<file path="config.mk">
export PLATFORM = sky130hd
export DESIGN_NAME = pipe_skid_reg
export DESIGN_NICKNAME = d
export VERILOG_FILES = /design/src/rtl/pipe_skid_reg_pkg.sv /design/src/rtl/pipe_skid_reg_dff.sv /design/src/rtl/pipe_skid_reg.sv
export SDC_FILE = /design/constraint.sdc
export NUM_CORES = 1
export LEC_CHECK = 0
export ABC_AREA = 0
export CORE_ASPECT_RATIO = 0.9
export CORE_MARGIN = 2
export CORE_UTILIZATION = 29
export DETAILED_ROUTE_END_ITERATION = 10
export PLACE_DENSITY = 0.54
export SLEW_MARGIN = 20
export SYNTH_ARGS = -nofsm -noshare
export SYNTH_HDL_FRONTEND = slang
export SYNTH_SLANG_ARGS = --single-unit
</file>
<file path="constraint.sdc">
create_clock -name clk -period 5.2 [get_ports clk]
set_input_delay 0.78 -clock clk [delete_from_list [all_inputs] [get_ports clk]]
set_output_delay 0.78 -clock clk [all_outputs]
set_load 0.02 [all_outputs]
</file>
<file path="src/rtl/pipe_skid_reg_pkg.sv">
// Occupancy encodings shared by the skid-buffered pipeline stage.
// The numeric value of each state is also the held-entry count.
package pipe_skid_reg_pkg;

    typedef enum logic [1:0] {
        OCC_EMPTY = 2'd0,
        OCC_BUSY  = 2'd1,
        OCC_FULL  = 2'd2
    } occ_e;

endpackage

</file>
<file path="src/rtl/pipe_skid_reg_dff.sv">
// Load-enabled register with asynchronous active-high reset to a fixed value.
// Latency: 1 cycle from load to q. No handshake; the owner decides when to load.
// Backpressure: none. The register holds its value whenever en is low.
module pipe_skid_reg_dff #(
    parameter int            DW      = 32,
    parameter logic [DW-1:0] RST_VAL = {DW{1'b0}}
) (
    input  logic          clk,
    input  logic          rst,
    input  logic          en,
    input  logic [DW-1:0] d,
    output logic [DW-1:0] q
);

    always_ff @(posedge clk or posedge rst) begin
        if (rst) begin
            q <= RST_VAL;
        end else if (en) begin
            q <= d;
        end
    end

endmodule

</file>
<file path="src/rtl/pipe_skid_reg.sv">
// Pipeline stage register with a valid/ready handshake, a two-entry skid buffer, flush and bubble output.
// Latency: 1 cycle. Backpressure: in_ready is registered and drops one cycle after a stall, with the skid catching the in-flight beat.
module pipe_skid_reg
    import pipe_skid_reg_pkg::*;
#(
    parameter int            DW         = 32,
    parameter logic [DW-1:0] BUBBLE_VAL = {DW{1'b0}}
) (
    input  logic          clk,
    input  logic          rst,
    input  logic          flush,
    input  logic          in_valid,
    output logic          in_ready,
    input  logic [DW-1:0] in_data,
    output logic          out_valid,
    input  logic          out_ready,
    output logic [DW-1:0] out_data,
    output logic [1:0]    occ
);

    occ_e          state_q, state_d;
    logic          in_ready_q, in_ready_d;
    logic          main_en, skid_en;
    logic [DW-1:0] main_d, main_q, skid_q;
    logic          in_acc, out_acc;

    assign in_acc  = in_valid & in_ready_q;
    assign out_acc = out_valid & out_ready;

    always_comb begin
        state_d = state_q;
        main_en = 1'b0;
        main_d  = in_data;
        skid_en = 1'b0;

        unique case (state_q)
            OCC_EMPTY: begin
                if (in_acc) begin
                    main_en = 1'b1;
                    state_d = OCC_BUSY;
                end
            end
            OCC_BUSY: begin
                if (in_acc && out_acc) begin
                    main_en = 1'b1;
                end else if (in_acc) begin
                    skid_en = 1'b1;
                    state_d = OCC_FULL;
                end else if (out_acc) begin
                    main_en = 1'b1;
                    main_d  = BUBBLE_VAL;
                    state_d = OCC_EMPTY;
                end
            end
            OCC_FULL: begin
                if (out_acc) begin
                    main_en = 1'b1;
                    main_d  = skid_q;
                    state_d = OCC_BUSY;
                end
            end
            default: begin
                main_en = 1'b1;
                main_d  = BUBBLE_VAL;
                state_d = OCC_EMPTY;
            end
        endcase

        // Flush beats everything: any beat accepted this cycle is dropped.
        if (flush) begin
            state_d = OCC_EMPTY;
            main_en = 1'b1;
            main_d  = BUBBLE_VAL;
            skid_en = 1'b0;
        end

        in_ready_d = (state_d != OCC_FULL);
    end

    always_ff @(posedge clk or posedge rst) begin
        if (rst) begin
            state_q    <= OCC_EMPTY;
            in_ready_q <= 1'b1;
        end else begin
            state_q    <= state_d;
            in_ready_q <= in_ready_d;
        end
    end

    pipe_skid_reg_dff #(
        .DW      (DW),
        .RST_VAL (BUBBLE_VAL)
    ) u_main (
        .clk (clk),
        .rst (rst),
        .en  (main_en),
        .d   (main_d),
        .q   (main_q)
    );

    pipe_skid_reg_dff #(
        .DW      (DW),
        .RST_VAL (BUBBLE_VAL)
    ) u_skid (
        .clk (clk),
        .rst (rst),
        .en  (skid_en),
        .d   (in_data),
        .q   (skid_q)
    );

    assign in_ready  = in_ready_q;
    assign out_valid = (state_q != OCC_EMPTY);
    assign out_data  = main_q;
    assign occ       = state_q;

endmodule
</file>
==> flow_metrics.py, run 1 <==
metrics = {
    "clocking": {
        "cts_resized": 0,
        "cts.sinks": 67,
        "post_cts_buffers": 0,
        "cts_tree": "done",
        "clk_latency_ns": 0.32,
        "cts_buffers": 9,
        "clk_path_buf_depth": 2,
        "htree_levels": 3,
        "root_buffer": "clkbuf_16",
        "path_clk_slew_ns": 0.06,
        "postCtsHoldBufs": 0,
    },
    "floorplan": {
        "die_h_um": 103,
        "initial_core_util": 0.295,
        "die-area_um2": 11800,
        "die_w_um": 114,
        "num_rows": 36,
        "coreArea_um2": 10800,
        "pin_count": 73,
    },
    "worst_setup_path": {
        "critPathSlowestCell": "a31oi_4",
        "critical_path.top_delay_family": "compound AO/OA/AOI/OAI gates",
        "cp.arrival_ns": 2.76,
        "startpoint_type": "input port",
        "worstSetupPathType": "input port to register",
        "worst_r2r_path_depth": 4,
        "crit_chain": "clkdlybuf4s50_1 -> nand2_1 -> a31oi_4 -> a22oi_1 -> o21ai_0",
        "crit_path_end_kind": "register",
        "rrSetupSlack_ns": 3.13,
        "max_stage_delay_ns": 0.84,
        "r2r-end": "u_main.q[27]",
        "cp_max_fo": 31,
        "required_ns": 5.43,
        "r2r-start": "in_ready",
        "crit_buf_inv": 1,
    },
    "placed_design": {
        "post-place-ws_ns": 2.32,
        "gp_congestion": 0.694,
        "port_buffers": 72,
        "dpl_cell_area_um2": 3960,
        "dp_hpwl_um": 4640,
    },
    "logic_synthesis": {
        "ys_seq_area_frac": 0.528,
        "ys_async_sr_fraction": 1.00,
        "ys_warn_count": 0,
        "synth-seq-cells": 67,
        "syn_nets": 309,
        "synthCells": 272,
        "synth_edf_count": 0,
        "netlist_area_um2": 3180,
        "avgSynthCellArea_um2": 11.7,
        "ys_types": 30,
        "yosys_most_used_dff": "dfrtp_1",
    },
    "sta": {
        "worstMarginPinSlew_ns": 1.00,
        "hold_viol": 0,
        "grt_setup_unrepaired": "false",
        "totalNegativeSetupSlack_ns": 0,
        "layout_setup_ws_ns": 2.67,
        "clock_skew_ns": 0.00490,
        "fmax_mhz": 395,
        "finalSetupViolations": 0,
        "finalCritPeriodShare": 0.487,
        "timing.final.crit_period_ns": 2.53,
        "drv_slew": 0,
        "slew_headroom": 0.333,
    },
    "route": {
        "ant_nets": 0,
        "vias_per_cell": 4.87,
        "routed_wl_um": 7760,
        "drt-initial-drc-count": 141,
        "top_layer": "met4",
        "drt-met1-wl_um": 3740,
        "wl_met3_um": 392,
        "drt-wirelength-per-cell_um": 16.4,
        "drcViolationCount": 0,
        "via_count": 2303,
        "routed-wl-met2_um": 3590,
        "firstDrtPassIters": 4,
    },
    "flow_run": {
        "drv_cap": 0,
    },
    "power": {
        "swShare": 0.235,
        "ir_worst_vdd_v": 0.000175,
        "p_int_mw": 1.35,
        "p_sw_mw": 0.414,
        "seqPwrFrac": 0.381,
        "power.leakage_nw": 1.92,
        "comb_power_share": 0.198,
        "powerDensity_nw_per_um2": 408,
        "pwr-share-clk": 0.420,
    },
    "grt": {
        "antenna_found_initial": 0,
        "grt_pass1_wl_um": 13100,
        "track_usage": 0.143,
        "grt_start_max_net_pins": 68,
        "gr-total-overflow": 0,
        "first_global_vias": 2449,
    },
    "hold_path": {
        "min_from": "u_main.q[19]",
        "min_path_type": "register to register",
        "holdPathEnd": "u_main.q[19]",
        "hold-path-cell-count": 2,
    },
    "outcome": {
        "status": "finished, final reports clean",
    },
    "cells_and_area": {
        "synthToLayoutAreaGrowth_pct": 36.0,
        "antenna_cells": 0,
        "nets": 373,
        "drive_gt1_frac": 0.176,
        "final_area_um2": 4320,
    },
}
-- worst min-delay path: cells and delay by family, from the launching register on --
family / cells / cell delay [ns]
flip-flops: 1 / 0.34
AO/OA/AOI/OAI: 1 / 0.06
AND/OR/NAND/NOR: 1 / 0.05
-- Yosys cell counts, types with 3 or more instances --
cell	n	area [um2]
nand2_1	35	131
dfrtp_1	66	1650
a21oi_1	3	15.0
o21ai_1	3	15.0
o21ai_0	28	140
buf_2	3	15.0
nand2b_1	31	194
clkbuf_1	9	33.8
mux2_4	30	450
buf_6	7	78.8
a22oi_1	31	233
-- layout by cell type, fill, tap and decap left out, types with 2 or more instances in the layout --
master and n:
nand2b_1 31, o21ai_1 3, a22oi_1 31, mux2_4 30
nand3b_1 2, buf_4 2, bufinv_16 4, nand2_1 35
clkbuf_16 9, mux2_2 2, clkdlybuf4s50_1 71, nor2_1 2
o21ai_0 28, dfrtp_1 66, a21o_1 2, a21oi_1 3
-- stage by stage --
step                std cells   util  hold WS, ns  power [mW]
finish                    473  0.402        0.476        1.76
CTS                       473  0.402        0.482        1.78
global route              473  0.402        0.504        1.85
floorplan                 272      -        0.470       0.910
global placement          458  0.368        0.467        1.02
detailed placement        458  0.368        0.469        1.03
-- state kept, by name (all words and copies together), names as in the netlist --
signal / cells
u_main.q: 32
in_ready: 1
occ: 2
u_skid.q: 32
-- worst max path at each step --
| stage | to | start | cells after the start | slack (ns) |
|---|---|---|---|---|
| final | u_main.q[27] | in_valid | 5 | 2.67 |
| after global routing | u_main.q[4] | in_valid | 5 | 2.48 |
| after CTS | u_main.q[27] | in_valid | 5 | 2.66 |
| after detailed placement | u_main.q[16] | in_valid | 5 | 2.32 |
| after global placement | u_main.q[0] | out_ready | 5 | 2.38 |
| after floorplan | occ[0] | rst | 1 | 2.74 |
-- power groups by stage --
stage / Sequential, mW / Clock, mW / Combinational [mW]
6_report: 0.673 / 0.742 / 0.350
4_1_cts: 0.672 / 0.757 / 0.355
5_1_grt: 0.686 / 0.786 / 0.382
3_5_place_dp: 0.679 / 0 / 0.352
2_1_floorplan: 0.693 / 0 / 0.217
3_3_place_gp: 0.676 / 0 / 0.347
-- cell type report --
| class | count | area [um2] |
|---|---|---|
| sequential | 67 | 1680 |
| inverter | 2 | 7.51 |
| clock buffer | 9 | 225 |
| fill | 1035 | 6440 |
| timing repair buffer | 74 | 731 |
| multi-input combinational | 182 | 1380 |
| clock inverter | 6 | 138 |
| tap | 133 | 166 |
-- metal layers --
layer | global-route usage | vias to the layer above
met5 | 0 | -
met4 | 0.0338 | 0
met3 | 0.0390 | 4
met2 | 0.227 | 61
met1 | 0.195 | 1161
li1 | - | 1077
-- kinds of logic (layout without fill, tap and decap cells) --
logic type      after synthesis  after routing  share of synthesized area
compound gates               72             72                      0.146
simple gates                 78             78                      0.132
flops                        67             67                      0.528
buf+inv                      23             91                     0.0460
mux                          32             32                      0.149
Power figures use the tool's default switching activity.
==> run 2, diff against run 1 <==
Clock period 5.2 ns to 2.4 ns, I/O delays scaled along.
==> flow_metrics.py, run 2 (same netlist as run 1, synthesis figures left out) <==
metrics = {
    "sta": {
        "totalNegativeSetupSlack_ns": 0,
        "worstMarginPinSlew_ns": 0.733,
        "hold_viol": 0,
        "grt_setup_unrepaired": "false",
        "fmax_mhz": 478,
        "clock_skew_ns": 0.00822,
        "finalCritPeriodShare": 0.871,
        "holdWs_ns": 0.375,
        "layout_setup_ws_ns": 0.309,
        "finalSetupViolations": 0,
        "drv_slew": 0,
        "timing.final.crit_period_ns": 2.09,
        "slew_headroom": 0.511,
    },
    "grt": {
        "antenna_found_initial": 0,
        "first_global_vias": 2373,
        "grt_pass1_wl_um": 12200,
        "gr-total-overflow": 0,
        "grt_start_max_net_pins": 36,
        "track_usage": 0.135,
    },
    "route": {
        "drt-initial-drc-count": 113,
        "drt-wirelength-per-cell_um": 15.4,
        "vias_per_cell": 4.69,
        "drcViolationCount": 0,
        "firstDrtPassIters": 5,
        "via_count": 2245,
        "routed_wl_um": 7360,
        "ant_nets": 0,
    },
    "cells_and_area": {
        "synthToLayoutAreaGrowth_pct": 36.2,
        "final_common_cell": "clkdlybuf4s50_1",
        "nets": 379,
        "fill_cells": 1074,
        "mostFrequentLayoutCells": "clkdlybuf4s50_1, dfrtp_1, nand2_1",
        "antenna_cells": 0,
        "drive_gt1_frac": 0.188,
        "fin_util": 0.402,
    },
    "clocking": {
        "clk_latency_ns": 0.32,
        "postCtsHoldBufs": 0,
        "clk_path_buf_depth": 2,
        "htree_levels": 3,
        "path_clk_slew_ns": 0.05,
        "cts_buffers": 9,
        "cts.sinks": 67,
        "root_buffer": "clkbuf_16",
        "cts_tree": "done",
        "post_cts_buffers": 0,
        "cts_resized": 0,
    },
    "worst_setup_path": {
        "worstSetupPathType": "register to output port",
        "cp.arrival_ns": 1.73,
        "crit_path_end_kind": "output port",
        "setup.worst_path.end": "out_valid",
        "worst_r2r_path_depth": 4,
        "rrSetupSlack_ns": 0.55,
        "critPathLaunch": "occ[0]",
        "max_stage_delay_ns": 0.54,
        "r2r-start": "occ[0]",
        "critPathSlowestCell": "clkdlybuf4s50_1",
        "cp_max_fo": 10,
        "required_ns": 2.04,
        "startpoint_type": "register",
        "crit_chain": "or2_2 -> clkdlybuf4s50_1",
        "r2r-end": "u_main.q[0]",
    },
    "power": {
        "p_sw_mw": 0.859,
        "swShare": 0.239,
        "power.leakage_nw": 1.93,
        "p_int_mw": 2.73,
        "seqPwrFrac": 0.406,
        "ir_worst_vdd_v": 0.000270,
        "pwr-share-clk": 0.381,
        "comb_power_share": 0.212,
        "powerDensity_nw_per_um2": 828,
    },
    "floorplan": {
        "die-area_um2": 11800,
        "die_h_um": 103,
        "die_w_um": 114,
        "num_rows": 36,
        "pin_count": 73,
        "coreArea_um2": 10800,
        "initial_core_util": 0.295,
    },
    "placed_design": {
        "gp_congestion": 0.731,
        "dp_hpwl_um": 4750,
        "port_buffers": 72,
        "post-place-ws_ns": 0.235,
    },
    "outcome": {
        "status": "finished, final reports clean",
    },
    "flow_run": {
        "drv_cap": 0,
    },
    "hold_path": {
        "min_path_type": "input port to register",
    },
}
==> run 2: worst max-delay path: cells and delay by family (launching register included) <==
kind | cells | cell delay (ns)
buffers and inverters | 1 | 0.54
flip-flops | 1 | 0.52
AND/OR/NAND/NOR | 1 | 0.35
==> run 2: power by group through the flow <==
stage | clock, mW | combinational, mW | sequential (mW)
global route | 1.46 | 0.833 | 1.48
CTS | 1.40 | 0.773 | 1.46
floorplan | 0 | 0.470 | 1.50
global placement | 0 | 0.757 | 1.46
finish | 1.37 | 0.762 | 1.46
detailed placement | 0 | 0.766 | 1.47
==> run 2: how the worst min path moves through the flow <==
| stage | from | endpoint | slack [ns] | depth (start not counted) |
|---|---|---|---|---|
| after floorplan | flush | occ[0] | 0.42 | 1 |
| after global placement | u_main.q[20] | u_main.q[20] | 0.47 | 2 |
| after detailed placement | u_main.q[2] | u_main.q[2] | 0.47 | 2 |
| after CTS | out_ready | in_ready | 0.37 | 2 |
| after global routing | out_ready | in_ready | 0.39 | 2 |
| final | out_ready | in_ready | 0.38 | 2 |
==> run 2: area by class of cell <==
class                      count  area [um2]  share of cell area
inverter                       2        7.51             0.00173
timing repair buffer          80         788               0.182
tap                          133         166              0.0384
clock buffer                  14         284              0.0655
clock inverter                 1        30.0             0.00693
multi-input combinational    182        1380               0.318
sequential                    67        1680               0.387
==> run 2: per-layer routing <==
metal / up-vias / track usage / wire length (um)
met5: - / 0 / 0
met4: 0 / 0.0450 / 49
met3: 4 / 0.0390 / 293
met2: 51 / 0.204 / 3300
met1: 1096 / 0.186 / 3720
li1: 1094 / - / -
==> run 2: metrics by stage <==
stage | instance area (um2) | std cells | power [mW]
after floorplan | 3180 | 272 | 1.97
after global placement | 4020 | 464 | 2.22
after detailed placement | 4020 | 464 | 2.24
after CTS | 4330 | 479 | 3.64
after global routing | 4330 | 479 | 3.77
final | 4330 | 479 | 3.59
